## src/rtl/hazard_pkg.sv

```systemverilog
// hazard_pkg: state encoding and pipeline control-bundle layout shared by the hazard controller and pipeline registers
package hazard_pkg;
  localparam logic [1:0] RUN      = 2'd0;
  localparam logic [1:0] MEM_WAIT = 2'd1;
  localparam logic [1:0] ERROR    = 2'd2;
  typedef struct packed {
    logic pc_write;
    logic if_id_write;
    logic if_id_flush;
    logic id_ex_write;
    logic id_ex_flush;
    logic ex_mem_write;
    logic mem_wb_flush;
  } ctrl_t;
  localparam ctrl_t CTRL_HALT   = 7'b0000000;
  localparam ctrl_t CTRL_FREEZE = 7'b0000001;
  localparam ctrl_t CTRL_BRANCH = 7'b1111110;
  localparam ctrl_t CTRL_BUBBLE = 7'b0001110;
  localparam ctrl_t CTRL_RUN    = 7'b1101010;
endpackage

```

## src/rtl/pipeline_hazard_controller_sat_counter.sv

```systemverilog
// sat_counter: event counter that saturates at all-ones
module sat_counter #(
  parameter int CNT_W = 16
) (
  input  logic             clk,
  input  logic             reset,
  input  logic             inc,
  output logic [CNT_W-1:0] count
);
  always_ff @(posedge clk or negedge reset)
    if (!reset) count <= '0;
    else if (inc && !(&count)) count <= count + 1'b1;
endmodule

```

## src/rtl/pipeline_hazard_controller.sv

```systemverilog
// pipeline_hazard_controller: stall/flush sequencer for load-use, taken-branch and memory-wait hazards
module pipeline_hazard_controller
  import hazard_pkg::*;
#(
  parameter int REG_W   = 5,
  parameter int CNT_W   = 16,
  parameter int TIMEOUT = 64
) (
  input  logic             clk,
  input  logic             reset,
  input  logic [REG_W-1:0] id_rs1,
  input  logic [REG_W-1:0] id_rs2,
  input  logic             id_uses_rs1,
  input  logic             id_uses_rs2,
  input  logic [REG_W-1:0] ex_rd,
  input  logic             ex_mem_read,
  input  logic             ex_branch_taken,
  input  logic             mem_req,
  input  logic             mem_ready,
  output logic             pc_write,
  output logic             if_id_write,
  output logic             if_id_flush,
  output logic             id_ex_write,
  output logic             id_ex_flush,
  output logic             ex_mem_write,
  output logic             mem_wb_flush,
  output logic             mem_timeout,
  output logic [CNT_W-1:0] stall_count,
  output logic [CNT_W-1:0] flush_count,
  output logic [1:0]       state
);
  localparam int WW = $clog2(TIMEOUT) + 1;
  logic [WW-1:0] wait_cnt;
  logic stall_mem, load_use;
  ctrl_t ctrl;
  assign stall_mem = mem_req & ~mem_ready;
  assign load_use = ex_mem_read & (ex_rd != '0) &
                    ((id_uses_rs1 & (id_rs1 == ex_rd)) | (id_uses_rs2 & (id_rs2 == ex_rd)));
  always_comb
    ctrl = (!reset || state == ERROR) ? CTRL_HALT :
           (stall_mem && (state == RUN || state == MEM_WAIT)) ? CTRL_FREEZE :
           ex_branch_taken ? CTRL_BRANCH :
           load_use ? CTRL_BUBBLE : CTRL_RUN;
  assign pc_write     = ctrl.pc_write;
  assign if_id_write  = ctrl.if_id_write;
  assign if_id_flush  = ctrl.if_id_flush;
  assign id_ex_write  = ctrl.id_ex_write;
  assign id_ex_flush  = ctrl.id_ex_flush;
  assign ex_mem_write = ctrl.ex_mem_write;
  assign mem_wb_flush = ctrl.mem_wb_flush;
  always_ff @(posedge clk or negedge reset)
    if (!reset) begin
      state       <= RUN;
      wait_cnt    <= '0;
      mem_timeout <= 1'b0;
    end else if (state == RUN) begin
      if (stall_mem) begin
        state    <= MEM_WAIT;
        wait_cnt <= WW'(1);
      end
    end else if (state == MEM_WAIT) begin
      if (!stall_mem) begin
        state    <= RUN;
        wait_cnt <= '0;
      end else if (wait_cnt == WW'(TIMEOUT - 1)) begin
        state       <= ERROR;
        mem_timeout <= 1'b1;
      end else wait_cnt <= wait_cnt + 1'b1;
    end else if (state != ERROR) begin
      state    <= RUN;
      wait_cnt <= '0;
    end
  sat_counter #(.CNT_W(CNT_W)) u_stall (
    .clk(clk), .reset(reset), .inc(state != ERROR && !ctrl.pc_write), .count(stall_count)
  );
  sat_counter #(.CNT_W(CNT_W)) u_flush (
    .clk(clk), .reset(reset), .inc(ctrl.if_id_flush), .count(flush_count)
  );
endmodule
```

## config.mk

```make
export PLATFORM = sky130hd
export DESIGN_NAME = pipeline_hazard_controller
export DESIGN_NICKNAME = d
export VERILOG_FILES = /design/src/rtl/hazard_pkg.sv /design/src/rtl/pipeline_hazard_controller_sat_counter.sv /design/src/rtl/pipeline_hazard_controller.sv
export SDC_FILE = /design/constraint.sdc
export NUM_CORES = 1
export LEC_CHECK = 0
export BUFFER_PORTS_ARGS = -buffer_cell sky130_fd_sc_hd__buf_2
export CORE_ASPECT_RATIO = 1.5
export CORE_MARGIN = 2
export CORE_UTILIZATION = 44
export DETAILED_ROUTE_END_ITERATION = 6
export PLACE_DENSITY_LB_ADDON = 0.12
export SLEW_MARGIN = 20
export SYNTH_ARGS = -nofsm -noshare
export SYNTH_HDL_FRONTEND = slang
export SYNTH_HIERARCHICAL = 1
export SYNTH_SLANG_ARGS = --single-unit
```

## constraint.sdc

```tcl
create_clock -name clk -period 5.8 [get_ports clk]
set_clock_uncertainty 0.05 [all_clocks]
set_input_delay 0.87 -clock clk [delete_from_list [all_inputs] [get_ports clk]]
set_output_delay 0.87 -clock clk [all_outputs]
set_load 0.01 [all_outputs]
```

==> flow_summary_export.csv <==
group,metric,value,unit
run_status,status,"completed",
cts,clockRootBuffer,"sky130_fd_sc_hd__clkbuf_8",
sta,finalHoldViolCount,0,
worst_setup_path,worstSetupEndpointType,"output pin",
sta,hold-worst-slack,0.4315,ns
sta,worst_slew_pin_slew,0.5409,ns
worst_setup_path,start_kind,"primary input",
detailed_routing,detailedRoute.firstIterationViolations,111,
power_and_ir_drop,pwr-share-clk,25.0,%
logic_synthesis,synth_edf_count,0,
detailed_routing,postRouteAntennaNets,0,
place,postPlaceCellArea,2785,um^2
final_layout,layout-drive-gt1-share,32.55,%
worst_setup_path,max_stage_delay,0.44,ns
detailed_routing,route.detailed.wl_per_inst,13.48,um
floorplanning,fp.coreArea,5368,um^2
worst_setup_path,reg2reg_setup_slack,3.31,ns
min_path,worstHoldEndpoint,"mem_timeout$_DFFE_PN0P_",
floorplanning,dieWidth,64.35,um
worst_setup_path,cp_cell_sequence,"buf_2, buf_4, nand3_1, inv_1, nand2_1, inv_1, buf_2",
final_layout,postLayoutCoreUtil,53.59,%
cts,cts_num_sinks,42,
sta,setup-tns-final,0,ns
cts,post_cts.resized_instances,0,
min_path,min_path_cells,1,
logic_synthesis,post_synth_num_cell_types,44,
logic_synthesis,syn-instance-count,231,
global_route,grt_antenna_before_repair,0,
logic_synthesis,synth_seq_area_share,43.73,%
min_path,timing.hold.worst.start,"mem_timeout$_DFFE_PN0P_",
power_and_ir_drop,power-per-cell-area,274.5,nW/um^2
floorplanning,placementRows,33,
power_and_ir_drop,comb_power_share,23.6,%
final_layout,n_diodes,0,
place,post-place-ws,2.532,ns
cts,htree_num_levels,2,
worst_setup_path,crit_type,"in -> out",
logic_synthesis,synth_async_sr_flop_share,100.0,%
power_and_ir_drop,fin_total_pwr,0.7896,mW
global_route,first_global_vias,1906,
worst_setup_path,worst_r2r_endpoint,"u_stall/count[15]$_DFFE_PN0P_",
power_and_ir_drop,netSwitchingFraction,34.12,%
logic_synthesis,synth.top_cell.area_share,43.73,%
place,place_congestion,0.8375,
cts,ctsLongestPathBuffers,2,
final_layout,multi_input_area,1300,um^2
global_route,grt-ovfl-total,0,
final_layout,mostFrequentLayoutCell,"sky130_fd_sc_hd__buf_2",
global_route,grt_pass1_wl,8.583,mm
detailed_routing,total_routed_wirelength,4.959,mm
worst_setup_path,rr_startpoint,"state[0]$_DFFE_PN0P_",
floorplanning,die_extent_in_y,94.52,um
cts,cts_tree,"yes",
final_layout,final_cell_area,2877,um^2
min_path,holdCritPathClass,"reg -> reg",
worst_setup_path,data_arrival_time_at_the_worst_slack_endpoint,2.21,ns
sta,max-slew-margin-rel,63.54,%
power_and_ir_drop,internal-power,0.5202,mW
detailed_routing,route.detailed.drc,0,
logic_synthesis,yosys.area.top_type,"sky130_fd_sc_hd__dfrtp_1",
power_and_ir_drop,power_frac_seq,51.4,%
logic_synthesis,synth.net_count,257,
global_route,grt_util_all_layers,17.88,%
floorplanning,die_area,6082,um^2
logic_synthesis,ys_seq_elements,42,
cts,postCtsSetupRepairBufs,0,
final_layout,fillers,520,
sta,timing.fmax,0.3197,GHz
sta,slew_violations,0,
detailed_routing,drt_first_pass_iters,4,
worst_setup_path,critical_path_buf_inv_count,5,
sta,report.final.setup_viol,0,
final_layout,finalNetCount,323,
logic_synthesis,synth_top_cells_by_area,"sky130_fd_sc_hd__dfrtp_1 44%, sky130_fd_sc_hd__xor2_1 9.5%, sky130_fd_sc_hd__mux2_2 3.7%",
final_layout,syn2layout_area_growth,19.68,%
cts,number_of_cts_inserted_buffers,5,
sta,final.setup.worst_slack,2.672,ns
floorplanning,pin_count,65,
place,port_buffers,64,
final_layout,layout.area.seq,1051,um^2
power_and_ir_drop,total_switching_power,0.2694,mW
power_and_ir_drop,leakagePower,1.459,nW
cts,post_cts_hold_buffer_count,0,
power_and_ir_drop,worst_ir_drop_vdd,0.1740,mV
global_route,grt_max_degree,45,
flow_run,max-cap-violations,0,
floorplanning,initial_utilization,44.78,%
logic_synthesis,syn_area,2404,um^2
logic_synthesis,synth_flop_cell,"sky130_fd_sc_hd__dfrtp_1",
detailed_routing,via_density,5.280,
final_layout,fin_cells,368,
sta,min_period,3.128,ns
worst_setup_path,crit_path_max_fanout,44,
worst_setup_path,ff2ff_path_depth,7,
logic_synthesis,synth-warning-count,6,
worst_setup_path,worstPathRequired,4.88,ns
cts,worstSkewPairLatency,0.29,ns
sta,grt_setup_unrepaired,"false",
detailed_routing,num_vias,1943,
place,place.detailed.instances,360,
cts,path_clk_slew,0.08,ns
worst_setup_path,cp_top_family,"buffers and inverters",
place,hpwl,3.696,mm
logic_synthesis,syn_avg_cell_area,10.41,um^2
worst_setup_path,worst_path_max_delay_cell,"sky130_fd_sc_hd__buf_4",
sta,post-route-period-util,53.93,%
final_layout,final_cell_mix,"64 x sky130_fd_sc_hd__buf_2, 42 x sky130_fd_sc_hd__dfrtp_1, 26 x sky130_fd_sc_hd__xor2_1",
## registers in the layout (all words and copies together) (netlist names)
signal	flops
u_flush/count	16
state	2
wait_cnt	7
u_stall/count	16
mem_timeout	1
## worst register-to-register path, stage by stage, from the launching register on
cell                       delay (ns)
sky130_fd_sc_hd__dfrtp_1         0.57
sky130_fd_sc_hd__nand2b_1        0.23
sky130_fd_sc_hd__inv_1           0.07
sky130_fd_sc_hd__o41ai_2         0.55
sky130_fd_sc_hd__and3_2          0.26
sky130_fd_sc_hd__nand3_1         0.21
sky130_fd_sc_hd__nor4_2          0.31
sky130_fd_sc_hd__xor2_1          0.17
## layer usage
| layer | track usage, % | vias to the layer above | routed length (um) |
|---|---|---|---|
| met5 | 0 | - | 0 |
| met4 | 6.383 | 0 | 70 |
| met3 | 4.172 | 6 | 240 |
| met2 | 31.25 | 50 | 2533 |
| met1 | 21.37 | 917 | 2114 |
| li1 | - | 970 | - |
## power by group through the flow
stage,clock network [mW],registers (mW),logic [mW]
final,0.198,0.406,0.186
after global routing,0.216,0.415,0.211
after CTS,0.205,0.406,0.189
after detailed placement,0,0.412,0.189
after global placement,0,0.410,0.185
after floorplan,0,0.415,0.0962
## cells by family after synthesis
group,after synthesis,share of synthesized area [%]
mux,9,4.165
simple gates,103,27.90
compound gates,29,8.069
fa+ha+maj,3,1.562
buf+inv,11,2.186
flops,42,43.73
xor+xnor,34,12.39
## synthesized netlist by cell type (4+ instances only)
cell type and n:
sky130_fd_sc_hd__o22ai_1 5, sky130_fd_sc_hd__mux2_2 8, sky130_fd_sc_hd__inv_1 5, sky130_fd_sc_hd__nor3_1 10, sky130_fd_sc_hd__nand4_1 7, sky130_fd_sc_hd__nand4_2 4, sky130_fd_sc_hd__o21ai_0 9, sky130_fd_sc_hd__nand2_1 18
sky130_fd_sc_hd__xor2_1 26, sky130_fd_sc_hd__nor4_2 5, sky130_fd_sc_hd__nand2b_1 6, sky130_fd_sc_hd__nor2_1 14, sky130_fd_sc_hd__and4_1 4, sky130_fd_sc_hd__xnor2_1 8, sky130_fd_sc_hd__nand3_1 15, sky130_fd_sc_hd__dfrtp_1 42
## worst max-delay path by stage
stage	from	to	slack, ns	cells after the start
after global placement	ex_rd[4]	u_stall/count[15]$_DFFE_PN0P_	2.54	9
after detailed placement	ex_rd[4]	u_stall/count[15]$_DFFE_PN0P_	2.53	9
after CTS	reset	if_id_flush	2.60	7
after floorplan	ex_rd[4]	u_stall/count[15]$_DFFE_PN0P_	2.91	8
final	reset	if_id_flush	2.67	7
after global routing	reset	if_id_flush	2.43	7
## final cells by class
class	count	area share [%]
multi-input cells	178	45.19
flip-flops and latches	42	36.54
repair buffers	65	11.40
well taps	70	3.045
clock buffers	7	3.001
inverters	5	0.6525
clock inverters	1	0.1740
No activity file was read; power rests on OpenSTA's default activity.
